$ cat config.mk
export PLATFORM = sky130hd
export DESIGN_NAME = de_pipe_reg
export DESIGN_NICKNAME = d
export VERILOG_FILES = /design/src/rtl/de_pipe_reg_pkg.sv /design/src/rtl/de_pipe_reg_skid_buf1.sv /design/src/rtl/de_pipe_reg.sv
export SDC_FILE = /design/constraint.sdc
export NUM_CORES = 1
export LEC_CHECK = 0
export CAP_MARGIN = 0
export CORE_UTILIZATION = 45
export DETAILED_ROUTE_END_ITERATION = 6
export HOLD_SLACK_MARGIN = 0.03
export PLACE_DENSITY = 0.8
export SKIP_LAST_GASP = 1
export SYNTH_ARGS = -nofsm -noshare
export SYNTH_HDL_FRONTEND = slang
export SYNTH_SLANG_ARGS = --single-unit
$ cat constraint.sdc
create_clock -name core_clk -period 1.85 [get_ports core_clk]
set_clock_uncertainty 0.05 [all_clocks]
set_input_delay 0.185 -clock core_clk [delete_from_list [all_inputs] [get_ports core_clk]]
set_output_delay 0.185 -clock core_clk [all_outputs]
set_load 0.05 [all_outputs]
$ cat src/rtl/de_pipe_reg_pkg.sv
// rtl/de_pipe_reg_pkg.sv - shared decoded-instruction layout for the ID->DE register
`ifndef DE_PIPE_REG_DEFS
`define DE_PIPE_REG_DEFS
`define DE_REG_WIDTH 16
`define DE_REG_VALID 15
`define DE_REG_DST   14:10
`define DE_REG_SRC2  9:5
`define DE_REG_SRC1  4:0
`endif

package de_pipe_reg_pkg;

    localparam int DE_W         = `DE_REG_WIDTH;
    localparam int DE_VALID_BIT = `DE_REG_VALID;

    function automatic logic [4:0] de_dst(input logic [`DE_REG_WIDTH-1:0] d);
        return d[`DE_REG_DST];
    endfunction

    function automatic logic [4:0] de_src1(input logic [`DE_REG_WIDTH-1:0] d);
        return d[`DE_REG_SRC1];
    endfunction

    function automatic logic [4:0] de_src2(input logic [`DE_REG_WIDTH-1:0] d);
        return d[`DE_REG_SRC2];
    endfunction

endpackage

$ cat src/rtl/de_pipe_reg_skid_buf1.sv
// rtl/de_pipe_reg_skid_buf1.sv - one-entry skid buffer; a write in the same cycle as a read wins
module skid_buf1 #(
    parameter int DW = 16
) (
    input  logic          clk_i,
    input  logic          rst_i,
    input  logic          clr_i,
    input  logic          wr_en_i,
    input  logic          rd_en_i,
    input  logic [DW-1:0] data_i,
    output logic [DW-1:0] data_o,
    output logic          valid_o,
    output logic          valid_d_o
);

    logic [DW-1:0] data_q;
    logic          valid_q;
    logic          valid_d;

    always_comb begin
        valid_d = valid_q;
        if (clr_i)        valid_d = 1'b0;
        else if (wr_en_i) valid_d = 1'b1;
        else if (rd_en_i) valid_d = 1'b0;
    end

    always_ff @(posedge clk_i or posedge rst_i) begin
        if (rst_i) begin
            data_q  <= '0;
            valid_q <= 1'b0;
        end else begin
            valid_q <= valid_d;
            if (wr_en_i && !clr_i) data_q <= data_i;
        end
    end

    assign data_o    = data_q;
    assign valid_o   = valid_q;
    assign valid_d_o = valid_d;

endmodule

$ cat src/rtl/de_pipe_reg.sv
// rtl/de_pipe_reg.sv - ID->DE pipeline register with skid buffer, flush and stall counter
module de_pipe_reg
    import de_pipe_reg_pkg::*;
#(
    parameter int DW = `DE_REG_WIDTH,
    parameter int CW = 32
) (
    input  logic          core_clk,
    input  logic          core_rst,
    input  logic [DW-1:0] id_data,
    input  logic          id_valid,
    output logic          id_ready,
    input  logic          rawu_pause,
    input  logic          exu_ready,
    input  logic          flush,
    output logic [DW-1:0] de_dff,
    output logic          exu_fire,
    output logic [CW-1:0] stall_cnt
);

    logic [DW-1:0] de_q, de_d;
    logic          id_ready_q;
    logic [CW-1:0] stall_q, stall_d;

    logic          de_valid, id_fire, main_free;
    logic          skid_wr, skid_rd, skid_valid, skid_valid_d;
    logic [DW-1:0] skid_data;

    assign de_valid  = de_q[DE_VALID_BIT];
    assign id_fire   = id_valid & id_ready_q;
    assign exu_fire  = de_valid & ~rawu_pause & exu_ready;
    assign main_free = ~de_valid | exu_fire;

    // The skid only takes id_data when the main register cannot, or when an older entry must drain first.
    assign skid_wr = ~flush & id_fire & (~main_free | skid_valid);
    assign skid_rd = ~flush & main_free & skid_valid;

    skid_buf1 #(.DW(DW)) u_skid (
        .clk_i     (core_clk),
        .rst_i     (core_rst),
        .clr_i     (flush),
        .wr_en_i   (skid_wr),
        .rd_en_i   (skid_rd),
        .data_i    (id_data),
        .data_o    (skid_data),
        .valid_o   (skid_valid),
        .valid_d_o (skid_valid_d)
    );

    always_comb begin
        de_d = de_q;
        if (flush) begin
            de_d[DE_VALID_BIT] = 1'b0;
        end else if (main_free) begin
            if (skid_valid) begin
                de_d               = skid_data;
                de_d[DE_VALID_BIT] = 1'b1;
            end else if (id_fire) begin
                de_d               = id_data;
                de_d[DE_VALID_BIT] = 1'b1;
            end else begin
                de_d[DE_VALID_BIT] = 1'b0;
            end
        end
    end

    always_comb begin
        stall_d = stall_q;
        if (de_valid && !exu_fire && !flush && !(&stall_q)) stall_d = stall_q + 1'b1;
    end

    always_ff @(posedge core_clk or posedge core_rst) begin
        if (core_rst) begin
            de_q       <= '0;
            id_ready_q <= 1'b1;
            stall_q    <= '0;
        end else begin
            de_q       <= de_d;
            id_ready_q <= ~skid_valid_d;
            stall_q    <= stall_d;
        end
    end

    assign id_ready  = id_ready_q;
    assign de_dff    = de_q;
    assign stall_cnt = stall_q;

endmodule

After elaboration in Yosys (flattened, before gate mapping)
Cells that the tools add are included.

Add/subtract/negate cells: 1. Bitwise operators: 14. Multiplexer cells: 8. Reductions and logical operators: 11.

Operators with widths (number): adder 32 x 1 -> 32 bit, second input constant (1); two-way mux 16 bit (2); AND reduction 32 bit (1); two-way mux 15 bit (1); bitwise AND 1 bit (7); two-way mux 1 bit (5); inverter 1 bit (5); logical AND 1 bit (4); nonzero test 2 bit (2); logical NOT 1 bit (3); AND reduction 3 bit (1); OR 1 bit (2).

Register bits: 65. Input port bits: 22. Word-level logic and storage cells: 40. Output and inout port bits: 50.

Logic depth before layout (Yosys ltp)
Depth after elaboration: 10. Depth in mapped cells: 7. Gate-level depth less buffers: 6.

By module
Synthesis repeated with hierarchy kept, for this count alone.

Cells, all modules: 259. Area total of the unflattened synthesis: 3103.0 um2.

Modules (own cells, without submodules): de_pipe_reg (instances 1, cells each 219, area an instance 2396.0 um2, seq. area each 1227.4 um2); skid_buf1 (instances 1, cells each 40, area an instance 706.9 um2, seq. area each 425.4 um2).

Least setup slack after synthesis
Ideal clock, no wire load.

Path type: register -> register. Start: register stall_q[0] (netlist: stall_cnt[0]). End: register stall_q[24] (netlist: stall_cnt[24]). Arrival time: 2.150 ns. Setup time: 0.128 ns. Buffers on the path: 1. Data required time: 1.672 ns. Period minus slack after synthesis: 2.328 ns. Stages on the path, launching flop included: 8. Path slack: -0.478 ns. Cells stage by stage: dfrtp_1 > ha_1 > inv_1 > nor4_2 > and3_1 > buf_4 > and3_1 > mux2_1.

Cells in the longest elaborated chain, start to end: 3. Elaborated cells between the ends (all ways): 4. Classes of those cells: add/sub: 1; reduce/logical: 3.

Ends and longest elaborated chain: start, declared (RTL line de_pipe_reg.sv:23) `logic [CW-1:0] stall_q, stall_d;`; start signal, assigned (RTL line de_pipe_reg.sv:80) `stall_q <= stall_d;`; branches (longest 3 deep; another with adder 32 x 1 -> 32 bit).

Parallel ways; which one is timed is not known. A chain may end at the register's enable or synchronous reset.

Worst setup path after layout
Start: register stall_q[16] (netlist: stall_cnt[16]). End: output stall_cnt[16].

RTL lines: end, declared (RTL line de_pipe_reg.sv:18) `output logic [CW-1:0] stall_cnt`.

No word-level cell between the ends.

==> summary.json <==
{
  "logic_synthesis": {
    "yosysSeqAreaShare": 0.5376,
    "yosys_warnings": 0,
    "largest_area_contributor_in_the_synthesized_netlist": "sky130_fd_sc_hd__dfrtp_1",
    "synthesis.area_per_instance_sq_um": 11.26,
    "syn_inst": 269,
    "synth_area_sq_um": 3028,
    "synth.top_cell.area_share": 0.5289,
    "synth.net_count": 292,
    "post_synth_num_cell_types": 37,
    "postSynthRegisterBits": 65,
    "netlist_top_cells_area": "sky130_fd_sc_hd__dfrtp_1 (53%), sky130_fd_sc_hd__xnor2_1 (6.9%), sky130_fd_sc_hd__mux2_2 (6.0%), sky130_fd_sc_hd__mux2i_1 (5.0%), sky130_fd_sc_hd__a21oi_1 (3.5%)"
  },
  "setup_path": {
    "timing.reg2reg.worst_path_depth": 5,
    "critical-path-max-stage-delay_ns": 0.82,
    "critPathRequiredTime_ns": 1.62,
    "start_kind": "register",
    "reg2reg_from": "stall_cnt[5]$_DFFE_PP0P_",
    "worstSetupPathType": "register to primary output",
    "capturing_point_of_the_worst_reg2reg_path": "stall_cnt[24]$_DFFE_PP0P_",
    "cells_along_the_critical_path": "clkdlybuf4s50_1",
    "maximum_net_fanout_on_the_critical_path": 6,
    "critical_path.n_buffers_inverters": 1,
    "crit_slowest_cell": "sky130_fd_sc_hd__clkdlybuf4s50_1",
    "worst-endpoint-arrival_ns": 1.58,
    "worst_setup_path_end_kind": "primary output",
    "worst-r2r-setup-slack_ns": 0.05,
    "critical_path.top_delay_family": "buffers and inverters"
  },
  "detailed_routing": {
    "drt_wl_total_um": 6908,
    "drt_pass1_iterations": 6,
    "drt-vias-per-instance": 5.382,
    "routed-via-count": 2449,
    "drt.antenna.violating_nets": 0,
    "wire_per_inst_um": 15.18,
    "drtIter0Drc": 118,
    "residual_drc": 14
  },
  "floorplan": {
    "die_width_um": 84.03,
    "floorplan.die_area_sq_um": 7061,
    "fp-row-count": 29,
    "fp.dieH_um": 84.03,
    "initial_utilization": 0.4715,
    "io_pins": 72,
    "core_sq_um": 6422
  },
  "pwr": {
    "p_leak_nw": 1.883,
    "power_density_nw_per_um2": 1020,
    "irDropWorstVdd_v": 0.0007346,
    "post-layout-total-power_mw": 4.476
  },
  "finish": {
    "n_antenna_cell": 0,
    "area_of_combinational_cells_with_multiple_inputs_sq_um": 1384,
    "design.final.nets": 396,
    "layout_common_cells": "sky130_fd_sc_hd__clkdlybuf4s50_1 (52), sky130_fd_sc_hd__buf_4 (35), sky130_fd_sc_hd__dfrtp_1 (34)",
    "postLayoutCellArea_sq_um": 4387,
    "seqCellArea_sq_um": 1665,
    "mostFrequentLayoutCell": "sky130_fd_sc_hd__clkdlybuf4s50_1",
    "area.growth.synth_to_final_pct": 44.88,
    "fillerInstances": 487,
    "drive_gt1_frac": 0.2989,
    "finish.cell_count_without_fillers": 455
  },
  "timing": {
    "period_needed_ns": 1.816,
    "slew_violations": 0,
    "highest_achievable_clock_rate_mhz": 550.7,
    "setup-violations-final": 0,
    "finalSetupTns_ns": 0,
    "max_slew.worst_pin.slew_ns": 0.5206,
    "final_min_period_over_clock_period": 0.9815,
    "final_critical_path_setup_slack_ns": 0.03420,
    "timing.slew.headroom": 0.6518,
    "finalHoldViolations": 0,
    "grt_setup_unrepaired": "no"
  },
  "job": {
    "cap_viol_max_count": 0
  },
  "placement": {
    "count_of_placed_standard_cells_including_taps": 438,
    "place_worst_setup_slack_ns": -0.1547,
    "io_buffer_count": 70,
    "finalWeightedCongestion": 0.8143,
    "hpwlAfterDp_um": 4977,
    "place_area_sq_um": 4156
  },
  "clock_network": {
    "cts-root-to-sink-buffers": 2,
    "cts_tree": "built",
    "cts.root.buffer_cell": "sky130_fd_sc_hd__clkbuf_8",
    "later_pin_clock_latency_in_the_skew_report_ns": 0.35,
    "cts_buffers": 9,
    "htree_num_levels": 3,
    "cts.clk_slew.worst_paths_ns": 0.07,
    "numClockSinks": 65
  },
  "global_routing": {
    "groute.layer.met2.usage": 0.3435,
    "antenna_violations_before_repair": 0,
    "grt_overflow": 0,
    "grt_max_degree": 31,
    "globalRouteMet3Util": 0.05242,
    "grt.busiest_layer": "met2",
    "first_global_vias": 2527,
    "grt.met1_usage": 0.2572,
    "grt_usage": 0.2079,
    "global_route_wire_length_before_repair_um": 11410
  },
  "outcome": {
    "failed_checks": "design-rule violations",
    "status": "finished, violations left"
  },
  "min_path": {
    "min-delay-path-class": "primary input to async pin"
  }
}
==> per-layer routing <==
metal | up-vias | share of wire
met5 | - | 0
li1 | 1174 | -
met2 | 82 | 0.50
met1 | 1178 | 0.41
met4 | 0 | 0.023
met3 | 15 | 0.059
==> power by group <==
group / internal, mW / switching (mW)
sequential: 1.67 / 0.147
combinational: 0.520 / 0.807
clock: 0.796 / 0.537
==> registers in the layout, indices dropped and copies added, names as in the netlist <==
| name | count |
|---|---|
| id_ready | 1 |
| stall_cnt | 32 |
| de_dff | 16 |
| u_skid.valid_o | 1 |
| u_skid.data_o | 15 |
==> cell usage after synthesis <==
cell / count
sky130_fd_sc_hd__nand3_1: 16
sky130_fd_sc_hd__nor4b_1: 2
sky130_fd_sc_hd__nor2_1: 22
sky130_fd_sc_hd__a31oi_1: 1
sky130_fd_sc_hd__and4_4: 1
sky130_fd_sc_hd__dfstp_2: 1
sky130_fd_sc_hd__mux2_1: 1
sky130_fd_sc_hd__nor2b_1: 1
sky130_fd_sc_hd__and3_1: 11
sky130_fd_sc_hd__xor2_1: 3
sky130_fd_sc_hd__o211ai_1: 1
sky130_fd_sc_hd__dfrtp_1: 64
sky130_fd_sc_hd__nand4b_1: 1
sky130_fd_sc_hd__nand4_2: 2
sky130_fd_sc_hd__buf_4: 1
sky130_fd_sc_hd__and2_1: 3
sky130_fd_sc_hd__mux2_2: 16
sky130_fd_sc_hd__buf_2: 5
sky130_fd_sc_hd__a41oi_1: 1
sky130_fd_sc_hd__nand2_1: 12
sky130_fd_sc_hd__o21ai_0: 1
sky130_fd_sc_hd__ha_1: 1
sky130_fd_sc_hd__a211oi_1: 1
sky130_fd_sc_hd__a21oi_1: 21
sky130_fd_sc_hd__and4_1: 5
sky130_fd_sc_hd__nand2b_1: 2
sky130_fd_sc_hd__xnor2_1: 24
sky130_fd_sc_hd__clkbuf_1: 6
sky130_fd_sc_hd__nor3_1: 3
sky130_fd_sc_hd__mux2_4: 1
sky130_fd_sc_hd__or3_1: 2
sky130_fd_sc_hd__and4bb_4: 1
sky130_fd_sc_hd__nor3_2: 2
sky130_fd_sc_hd__inv_1: 4
sky130_fd_sc_hd__nand4_1: 14
sky130_fd_sc_hd__mux2i_1: 15
sky130_fd_sc_hd__nor4_2: 1
==> kinds of logic after synthesis <==
| logic type | count (synthesis) | synth area share |
|---|---|---|
| AOI/OAI and AO/OA | 26 | 0.04628 |
| xor gates and xnor gates | 27 | 0.07810 |
| adders and majority gates | 1 | 0.004132 |
| buffers and inverters | 16 | 0.02314 |
| DFF | 65 | 0.5376 |
| muxes | 33 | 0.1178 |
| and+or+nand+nor | 101 | 0.1930 |
==> worst max path at each step <==
stage / start / to / slack, ns / cells past startpoint
global route: stall_cnt[19]$_DFFE_PP0P_ / stall_cnt[1]$_DFFE_PP0P_ / 0.005 / 5
floorplan: stall_cnt[8]$_DFFE_PP0P_ / stall_cnt[24]$_DFFE_PP0P_ / -0.13 / 6
global placement: flush / stall_cnt[24]$_DFFE_PP0P_ / -0.11 / 5
detailed placement: flush / stall_cnt[24]$_DFFE_PP0P_ / -0.15 / 5
finish: stall_cnt[16]$_DFFE_PP0P_ / stall_cnt[16] / 0.03 / 1
CTS: stall_cnt[13]$_DFFE_PP0P_ / stall_cnt[13] / 0.003 / 2
==> layout make-up <==
class	instances	area share
multi-input combinational	188	0.3155
tap	77	0.02196
timing repair buffer	105	0.2299
clock inverter	3	0.01483
sequential	65	0.3796
clock buffer	13	0.03394
inverter	4	0.004278
==> through the flow <==
step,hold slack (ns),util
after floorplan,0.1945,-
after detailed placement,0.4264,0.6472
after global routing,0.1982,0.6830
after CTS,0.1827,0.6786
after global placement,0.4270,0.6472
final,0.1693,0.6830
==> repair_timing <==
item,CTS,global route
pin swaps,0,1
hold buffers,0,0
buffers inserted,0,1
endpoints found under the setup margin,10,6
gates resized for setup,10,6
No activity file was read; power rests on OpenSTA's default activity.
